<file path="src/rtl/slice_stream_host.sv">
// Host-side sequencer for the column-parity function: buffers a state image, starts the function,
// captures its result lines and streams them downstream.
module slice_stream_host #(
   parameter int unsigned LINES   = 64,
   parameter int unsigned WIDTH   = 25,
   parameter int unsigned TIMEOUT = 1024
) (
   input  logic             clk,
   input  logic             rst,
   input  logic             ld_valid,
   input  logic [WIDTH-1:0] ld_data,
   output logic             ld_ready,
   output logic             fn_start,
   input  logic [6:0]       fn_cnt_value,
   output logic [WIDTH-1:0] fn_line_in,
   input  logic             fn_write_enable,
   input  logic [WIDTH-1:0] fn_write_value,
   input  logic             fn_donee,
   output logic             out_valid,
   output logic [WIDTH-1:0] out_data,
   input  logic             out_ready,
   output logic             busy,
   output logic [2:0]       err,
   input  logic             err_clr
);

   localparam int unsigned IdxW = $clog2(LINES);
   localparam int unsigned PtrW = $clog2(LINES + 1);
   localparam int unsigned TmoW = $clog2(TIMEOUT + 1);

   localparam logic [PtrW-1:0] PtrFull  = PtrW'(LINES);
   localparam logic [PtrW-1:0] PtrLast  = PtrW'(LINES - 1);
   localparam logic [TmoW-1:0] TmoLimit = TmoW'(TIMEOUT);
   localparam logic [6:0]      CntLimit = 7'(LINES);

   typedef enum logic [1:0] {StLoad, StStart, StRun, StDrain} state_e;

   state_e           state_q, state_d;
   logic [PtrW-1:0]  ld_ptr_q, ld_ptr_d;
   logic [PtrW-1:0]  wr_ptr_q, wr_ptr_d;
   logic [PtrW-1:0]  rd_ptr_q, rd_ptr_d;
   logic [TmoW-1:0]  tmo_q, tmo_d;
   logic [2:0]       err_q, err_d;
   logic             fn_start_q, fn_start_d;
   logic             out_valid_q, out_valid_d;
   logic [WIDTH-1:0] in_buf_q  [LINES];
   logic [WIDTH-1:0] in_buf_d  [LINES];
   logic [WIDTH-1:0] out_buf_q [LINES];
   logic [WIDTH-1:0] out_buf_d [LINES];

   logic [2:0]       err_set;
   logic [PtrW-1:0]  wr_post;
   logic [TmoW-1:0]  tmo_inc;

   always_comb begin
      state_d     = state_q;
      ld_ptr_d    = ld_ptr_q;
      wr_ptr_d    = wr_ptr_q;
      rd_ptr_d    = rd_ptr_q;
      tmo_d       = tmo_q;
      fn_start_d  = 1'b0;
      out_valid_d = out_valid_q;
      in_buf_d    = in_buf_q;
      out_buf_d   = out_buf_q;
      err_set     = 3'b000;
      wr_post     = wr_ptr_q;
      tmo_inc     = tmo_q + 1'b1;

      unique case (state_q)
         StLoad: begin
            if (ld_valid) begin
               in_buf_d[ld_ptr_q[IdxW-1:0]] = ld_data;
               if (ld_ptr_q == PtrLast) begin
                  ld_ptr_d   = '0;
                  state_d    = StStart;
                  fn_start_d = 1'b1;
               end else begin
                  ld_ptr_d = ld_ptr_q + 1'b1;
               end
            end
         end
         StStart: begin
            wr_ptr_d = '0;
            tmo_d    = '0;
            state_d  = StRun;
         end
         StRun: begin
            if (fn_write_enable) begin
               if (wr_ptr_q < PtrFull) begin
                  out_buf_d[wr_ptr_q[IdxW-1:0]] = fn_write_value;
                  wr_post = wr_ptr_q + 1'b1;
               end else begin
                  err_set[1] = 1'b1;
               end
            end
            wr_ptr_d = wr_post;
            // Done is judged on the pointer after this cycle's capture and beats a timeout.
            if (fn_donee) begin
               state_d     = StDrain;
               out_valid_d = 1'b1;
               if (wr_post != PtrFull) begin
                  err_set[0] = 1'b1;
               end
            end else begin
               tmo_d = tmo_inc;
               if (tmo_inc == TmoLimit) begin
                  err_set[2]  = 1'b1;
                  state_d     = StDrain;
                  out_valid_d = 1'b1;
               end
            end
         end
         StDrain: begin
            if (out_ready) begin
               if (rd_ptr_q == PtrLast) begin
                  rd_ptr_d    = '0;
                  state_d     = StLoad;
                  out_valid_d = 1'b0;
               end else begin
                  rd_ptr_d = rd_ptr_q + 1'b1;
               end
            end
         end
         default: begin
            state_d     = StLoad;
            out_valid_d = 1'b0;
         end
      endcase

      err_d = (err_clr ? 3'b000 : err_q) | err_set;
   end

   always_ff @(posedge clk or negedge rst) begin
      if (!rst) begin
         state_q     <= StLoad;
         ld_ptr_q    <= '0;
         wr_ptr_q    <= '0;
         rd_ptr_q    <= '0;
         tmo_q       <= '0;
         err_q       <= 3'b000;
         fn_start_q  <= 1'b0;
         out_valid_q <= 1'b0;
         for (int i = 0; i < LINES; i++) begin
            in_buf_q[i]  <= '0;
            out_buf_q[i] <= '0;
         end
      end else begin
         state_q     <= state_d;
         ld_ptr_q    <= ld_ptr_d;
         wr_ptr_q    <= wr_ptr_d;
         rd_ptr_q    <= rd_ptr_d;
         tmo_q       <= tmo_d;
         err_q       <= err_d;
         fn_start_q  <= fn_start_d;
         out_valid_q <= out_valid_d;
         in_buf_q    <= in_buf_d;
         out_buf_q   <= out_buf_d;
      end
   end

   assign ld_ready   = (state_q == StLoad);
   assign busy       = (state_q != StLoad);
   assign fn_start   = fn_start_q;
   assign out_valid  = out_valid_q;
   assign err        = err_q;
   assign out_data   = out_valid_q ? out_buf_q[rd_ptr_q[IdxW-1:0]] : '0;
   assign fn_line_in = (fn_cnt_value < CntLimit) ? in_buf_q[fn_cnt_value[IdxW-1:0]] : '0;

endmodule

</file>
<file path="config.mk">
export PLATFORM = sky130hd
export DESIGN_NAME = slice_stream_host
export DESIGN_NICKNAME = d
export VERILOG_FILES = /design/src/rtl/slice_stream_host.sv
export SDC_FILE = /design/constraint.sdc
export NUM_CORES = 2
export LEC_CHECK = 0
export CORE_UTILIZATION = 58
export CTS_CLUSTER_SIZE = 20
export DETAILED_ROUTE_END_ITERATION = 12
export DONT_BUFFER_PORTS = 1
export GPL_TIMING_DRIVEN = 0
export PLACE_DENSITY = 0.76
export SYNTH_ARGS = -nofsm -noshare
export SYNTH_HDL_FRONTEND = slang
export SYNTH_SLANG_ARGS = --single-unit
</file>
<file path="constraint.sdc">
create_clock -name clk -period 2.28 [get_ports clk]
set_input_delay 0.114 -clock clk [delete_from_list [all_inputs] [get_ports clk]]
set_output_delay 0.114 -clock clk [all_outputs]
set_load 0.02 [all_outputs]
</file>
Word-level counts from Yosys, hierarchy flattened
Index checks and enable logic that the tools add are counted.
{"block": "op_classes", "addsub": 4, "magnitude_cmp": 8, "eq_ne": 13, "muxes": 45, "bitwise": 5, "reduce_logical": 12}
{"cell": "1600-bit bitwise mux", "n": 2}
{"cell": "25-bit binary-select mux with 6-bit select", "n": 2}
{"cell": "25-bit demux with 6-bit select", "n": 2}
{"cell": "25-bit two-way mux", "n": 8}
{"cell": "7-bit two-way mux", "n": 5}
{"cell": "7-bit >= comparator (second input constant)", "n": 4}
{"cell": "6-bit NOT with 7-bit output", "n": 4}
{"cell": "11-bit one-hot mux with 2 select lines", "n": 1}
{"cell": "7-bit by 1-bit adder with 7-bit output (second input constant)", "n": 3}
{"cell": "7-bit by 6-bit equality test with 1-bit output (second input constant)", "n": 2}
{"cell": "7-bit by 1-bit less-than comparator with 1-bit output (second input constant)", "n": 2}
{"cell": "7-bit less-than comparator (second input constant)", "n": 2}
{"cell": "7-bit one-hot mux with 2 select lines", "n": 1}
{"cell": "1-bit two-way mux", "n": 13}
{"cell": "2-bit two-way mux", "n": 6}
{"cell": "11-bit by 1-bit adder with 11-bit output (second input constant)", "n": 1}
{"cell": "11-bit equality test (second input constant)", "n": 1}
{"cell": "11-bit two-way mux", "n": 1}
{"cell": "2-bit inequality test (second input constant)", "n": 4}
{"cell": "2-bit one-hot mux with 4 select lines", "n": 1}
{"cell": "7-bit inequality test (second input constant)", "n": 1}
{"cell": "3-bit two-way mux", "n": 2}
{"cell": "2-bit AND reduction", "n": 3}
{"cell": "2-bit nonzero test", "n": 3}
{"cell": "other kinds (11)", "n": 13}
{"block": "totals", "regBits": 3239, "input_bits": 64}

Logic depth before layout (Yosys ltp)
{"block": "depth", "word_depth": 9, "depth_mapped": 11, "depth_no_buf": 8}

Least setup slack after synthesis
No wires, ideal clock.
{"block": "synth_timing", "kind": "register -> register", "from": "register state_q[0]", "to": "register in_buf_q[279] in the netlist's numbering", "t_arrival_ns": 2.507, "setup_slack_ns": -0.351, "path_stages_with_launch": 11, "path_buffers": 2, "period_less_slack_ns": 2.631, "cell_sequence": "dfrtp_1 > inv_1 > ha_1 > nand2_1 > inv_1 > nand2_1 > or3_1 > buf_2 > nor2_4 > buf_4 > mux2_2"}
{"block": "synth_between", "elab_chain_len": 2}
{"element": "start, declared", "line": "38", "rtl": "state_e state_q, state_d;"}
{"element": "start signal, assigned", "line": "135", "rtl": "state_q <= StLoad;"}
{"element": "start signal, assigned", "line": "148", "rtl": "state_q <= state_d;"}
{"element": "2-bit zero test"}
{"element": "named net ld_ready", "line": "12", "rtl": "output logic ld_ready,"}
{"element": "2-bit AND reduction (no source line)"}
{"element": "end signal, assigned", "line": "156", "rtl": "in_buf_q <= in_buf_d;"}
{"element": "end, declared", "line": "46", "rtl": "logic [WIDTH-1:0] in_buf_q [LINES];"}
The timed path passes the listed nets, and every way through them passes these cells.
A chain may end at the register's enable or synchronous reset.

Final worst setup path
{"block": "layout_timing", "from": "register rd_ptr_q[0]", "to": "output port out_data[9]"}
{"block": "layout_between", "elab_chain_len": 5}
{"element": "start, declared", "line": "41", "rtl": "logic [PtrW-1:0] rd_ptr_q, rd_ptr_d;"}
{"element": "start signal, assigned", "line": "151", "rtl": "rd_ptr_q <= rd_ptr_d;"}
{"element": "6-bit NOT with 7-bit output (implied by the code)", "line": "166", "rtl": "assign out_data = out_valid_q ? out_buf_q[rd_ptr_q[IdxW-1:0]] : '0;"}
{"element": "25-bit binary-select mux with 6-bit select", "line": "166"}
{"element": "25-bit two-way mux (implied by the code) (2 in a row)", "line": "166"}
{"element": "25-bit two-way mux", "line": "166"}
{"element": "end, declared", "line": "20", "rtl": "output logic [WIDTH-1:0] out_data,"}
Every way passes these cells. The select of a mux whose other input is x is not followed.

==> results.txt <==
Routability-driven placement finished with a final weighted congestion of 1.02. TritonCTS built the clock tree. The hold slack came out at -0.948 ns.

In this design, the largest share of critical-path delay is due to buffers and inverters. The number of cells on the worst reg-to-reg path is 9. The clock passes through at most 4 buffers.

The I/O pin count is 121. The slowest library cell on the worst path was o31ai_4. The logs give 21 for the initial antenna violation count and 0 for the number of remaining DRC errors.

The x dimension of the die is 506 microns, and the number of standard cells after synthesis is 9685. In the final layout, the share of cells above drive strength 1 is 53.7%. The layout overhead on the synthesized area came out at 18.1%.

In this run the remaining antenna-violating nets after routing total 0. The critical path in this run is classified as reg2out. The tool flagged a number of max-cap violations equal to 0. The area of all placed cells without fillers was 174000 sq um. The number of global-route vias before repair is 100000, and the total grt overflow is 0. The design draws 173000 uW. The run finished, with violations left. Entering global routing, the biggest net connects 267 pins. The final reports fail on hold timing, setup timing. The tools report the maximum frequency from static timing analysis as 0.263 GHz. Clock latency at the later pin of the worst-skew pair: 0.98 ns.

dfrtp_1 takes more of the synthesized area than any other cell. The final critical-path setup slack was -1.52 ns. The routed design could run at a clock period as short as 3.80 ns. The effective utilization at floorplan was 58.5%. Prior to clock tree synthesis, the placed netlist has a worst setup slack of -2.81 ns. The floorplan step defined a die boundary enclosing 256000 sq um. In this design, the stage delay of the slowest critical-path cell is 0.55 ns.

Setup repair after global routing could not meet its margin everywhere. Dividing total power by cell area gives a power density of 991 nW/um^2. The tools report the via count as 95700.

VDD sags by at most 0.869 mV. In this run the critical register-to-register path is captured at in_buf_q[437]. The run gives 728000 microns as the first-pass GRT wire length.

The Yosys step of the flow raised 0 warnings. For this run, the register share of the synthesized area comes to 55.0%. For the worst path required time, the log shows 2.17 ns. After the first detailed-routing iteration, the DRC count stood at 9918.

In this run the cell area measured after placement is 152000 sq um. In this run the static leakage power is 0.0827 uW. Global routing used 40.1% of the available tracks across all layers.

Clock tree synthesis selected as its root buffer the cell clkbuf_16. The worst setup path is launched from a flop. The per-cell routed wire length was 36.9 microns; the number of levels the H-tree was split into was 5. The maximum fanout along the worst path was 8; the distinct cell type count of the synthesized netlist was 78. The fraction of post-synthesis cell area in the top cell type by area was 55.0%. In this run the register-to-register setup slack is -0.80 ns. Share of flip-flops with an asynchronous set or reset: 100%. In the synthesized netlist the dominant register cell turns out to be dfrtp_1. After floorplanning, the core was divided into 184 placement rows.

Number of clock buffers inserted by TritonCTS: 351. Measured along the y axis, the die boundary spans 506 microns. The final layout contains routed wiring with a total length of 518000 microns. Clock-pin slew was measured on the worst setup and hold paths at 0.06 ns. The critical path buffer and inverter count is 5, and the number of hold-repair buffers added at the cts stage is 57. The count of nets after finishing came out at 10500.

The count of pins over their slew limit is 0, and the post-synthesis cell area is 147000 sq um. For the pin with the worst max-slew slack, the measured transition is 1.47 ns. For this run, the share of the core covered by cells in the final layout is 69.1%.

For the setup violation total in the final timing report, the log shows 2798. Measured against its own limit, the worst slew margin works out to 1.98%. The core region is 252000 sq um.

The worst hold-check path type was in2async. The final critical path takes up 167% of the cycle. dfrtp_1 is the most common cell in the netlist. Ranked by total cell area, the synthesized netlist is headed by dfrtp_1 55%, mux2_2 24%, mux4_2 9.6%, mux2i_1 2.5%, clkbuf_1 1.2%. After synthesis, the most frequently instantiated cells are 3239 x dfrtp_1, 3195 x mux2_2, 631 x mux4_2, 453 x clkbuf_1, 371 x mux2i_1. The count of input and output buffers works out to 0. Traced cell by cell, the critical path runs through buf_12 -> buf_12 -> buf_16 -> buf_16 -> buf_16 -> mux4_2 -> mux2i_2 -> nand3b_1 -> o21ai_4 -> o31ai_4. The per-cell via count in the routed design came out at 6.83. Counting stages on the worst path, the most repeated cell is buf_16.

The critical path capture point type was a primary output. The logs give 3239 for the clock sink count and 0.0454 ns for the final clock skew. The number of synthesized register bits is 3239, and the number of iterations in the first detailed-routing pass is 6. Data arrives at the worst endpoint at 3.69 ns. The worst reg2reg path startpoint was state_q[1]. Number of nets produced by synthesis: 9757.

For the detailed placement HPWL, the log shows 357000 microns. The synthesized design contains 0 enable-type register cells. Each instance of the synthesized netlist takes up on average 15.2 sq um.

For the total count of hold-check failures in the final report, the log shows 699.
==> kinds of logic (layout without fill, tap and decap cells) <==
family / Yosys count / in the layout / share of synthesized area [%]
mux: 4216 / 4216 / 36.7
flops: 3239 / 3239 / 55.0
buf+inv: 964 / 1940 / 3.06
compound gates: 631 / 631 / 2.96
simple gates: 611 / 612 / 2.14
xor+xnor: 16 / 16 / 0.0951
fa+ha+maj: 8 / 8 / 0.0679
other cells: 0 / 10 / 0
==> flip-flops by register name, indices dropped and copies added, names as in the netlist <==
| register | count |
|---|---|
| rd_ptr_q | 7 |
| wr_ptr_q | 7 |
| fn_start | 1 |
| tmo_q | 11 |
| out_buf_q | 1600 |
| ld_ptr_q | 7 |
| in_buf_q | 1600 |
| out_valid | 1 |
| state_q | 2 |
| err | 3 |
==> layout make-up <==
| cell class | count | area, sq um |
|---|---|---|
| Clock buffer | 511 | 10300 |
| Sequential cell | 3239 | 81100 |
| Tap cell | 3348 | 4190 |
| Timing Repair Buffer | 379 | 4680 |
| Multi-Input combinational cell | 5483 | 65200 |
| Inverter | 25 | 113 |
| Antenna cell | 10 | 25.0 |
| Clock inverter | 99 | 1090 |
| Buffer | 926 | 7430 |
| Fill cell | 16500 | 77900 |
==> where the power goes <==
part,internal (uW),switching [uW]
Sequential,66100,4910
Combinational,20000,24400
Clock,33600,23600
Total,120000,53000
==> cells in the final DEF (no fill, tap or decap), types with 27 or more instances in the layout <==
master         instances
a21oi_1               27
a22oi_1              102
buf_1                 56
buf_12               105
buf_16                54
buf_2                106
buf_4                265
buf_6                139
buf_8                 48
clkbuf_1             405
clkbuf_16            379
clkbuf_2              33
clkbuf_4              50
clkbuf_8             114
clkinv_2              61
dfrtp_1             3230
dlygate4sd3_1         56
mux2_2              3163
mux2_4                32
mux2i_1              358
mux4_2               631
nand2_1               91
nand2_2               39
nand3_1               45
nor2_1               119
nor2_2                29
nor2_4                62
o21ai_0               34
o22ai_1              127
o22ai_2               38
==> per-stage QoR <==
stage | cells | TNS (ns)
2_1_floorplan | 9685 | -2.33
3_3_place_gp | 13000 | -2667.16
3_5_place_dp | 13100 | -4495.45
4_1_cts | 13900 | -1703.35
5_1_grt | 14000 | -1184.09
6_report | 14000 | -850.79
==> worst reg2reg max path, stage by stage (launching register included) <==
cell and delay, ns:
dfrtp_2 0.45, inv_2 0.09, ha_4 0.29, nand2_8 0.10, buf_6 0.16, inv_8 0.08, nand3_4 0.23, nor2_1 0.74
buf_2 0.46, mux2_2 0.39
==> worst max path at each step <==
| stage | startpoint | to | slack (ns) | depth (start not counted) |
|---|---|---|---|---|
| 3_3_place_gp | fn_cnt_value[4] | fn_line_in[0] | -2.84 | 10 |
| 5_1_grt | rd_ptr_q[0] | out_data[23] | -1.53 | 9 |
| 2_1_floorplan | state_q[0] | out_buf_q[339] | -0.02 | 7 |
| 3_5_place_dp | rd_ptr_q[2] | out_data[9] | -2.81 | 8 |
| 6_report | rd_ptr_q[0] | out_data[9] | -1.52 | 10 |
| 4_1_cts | rd_ptr_q[0] | out_data[23] | -1.42 | 10 |
==> what timing repair did <==
action	4_1_cts	5_1_grt
gates resized for setup	1182	511
gates cloned	14	21
setup endpoints to repair	4208	4214
pin swaps	118	79
setup buffers	135	134
endpoints found under the hold margin	1437	590
==> layer usage <==
metal	routed length (microns)	global-route usage [%]	part of all wire [%]
met2	234000	60.9	45
met4	54600	34.5	11
met1	181000	48.0	35
met5	157	0	0.030
met3	48100	10.5	9.3
(Power assumes the default switching activity.)
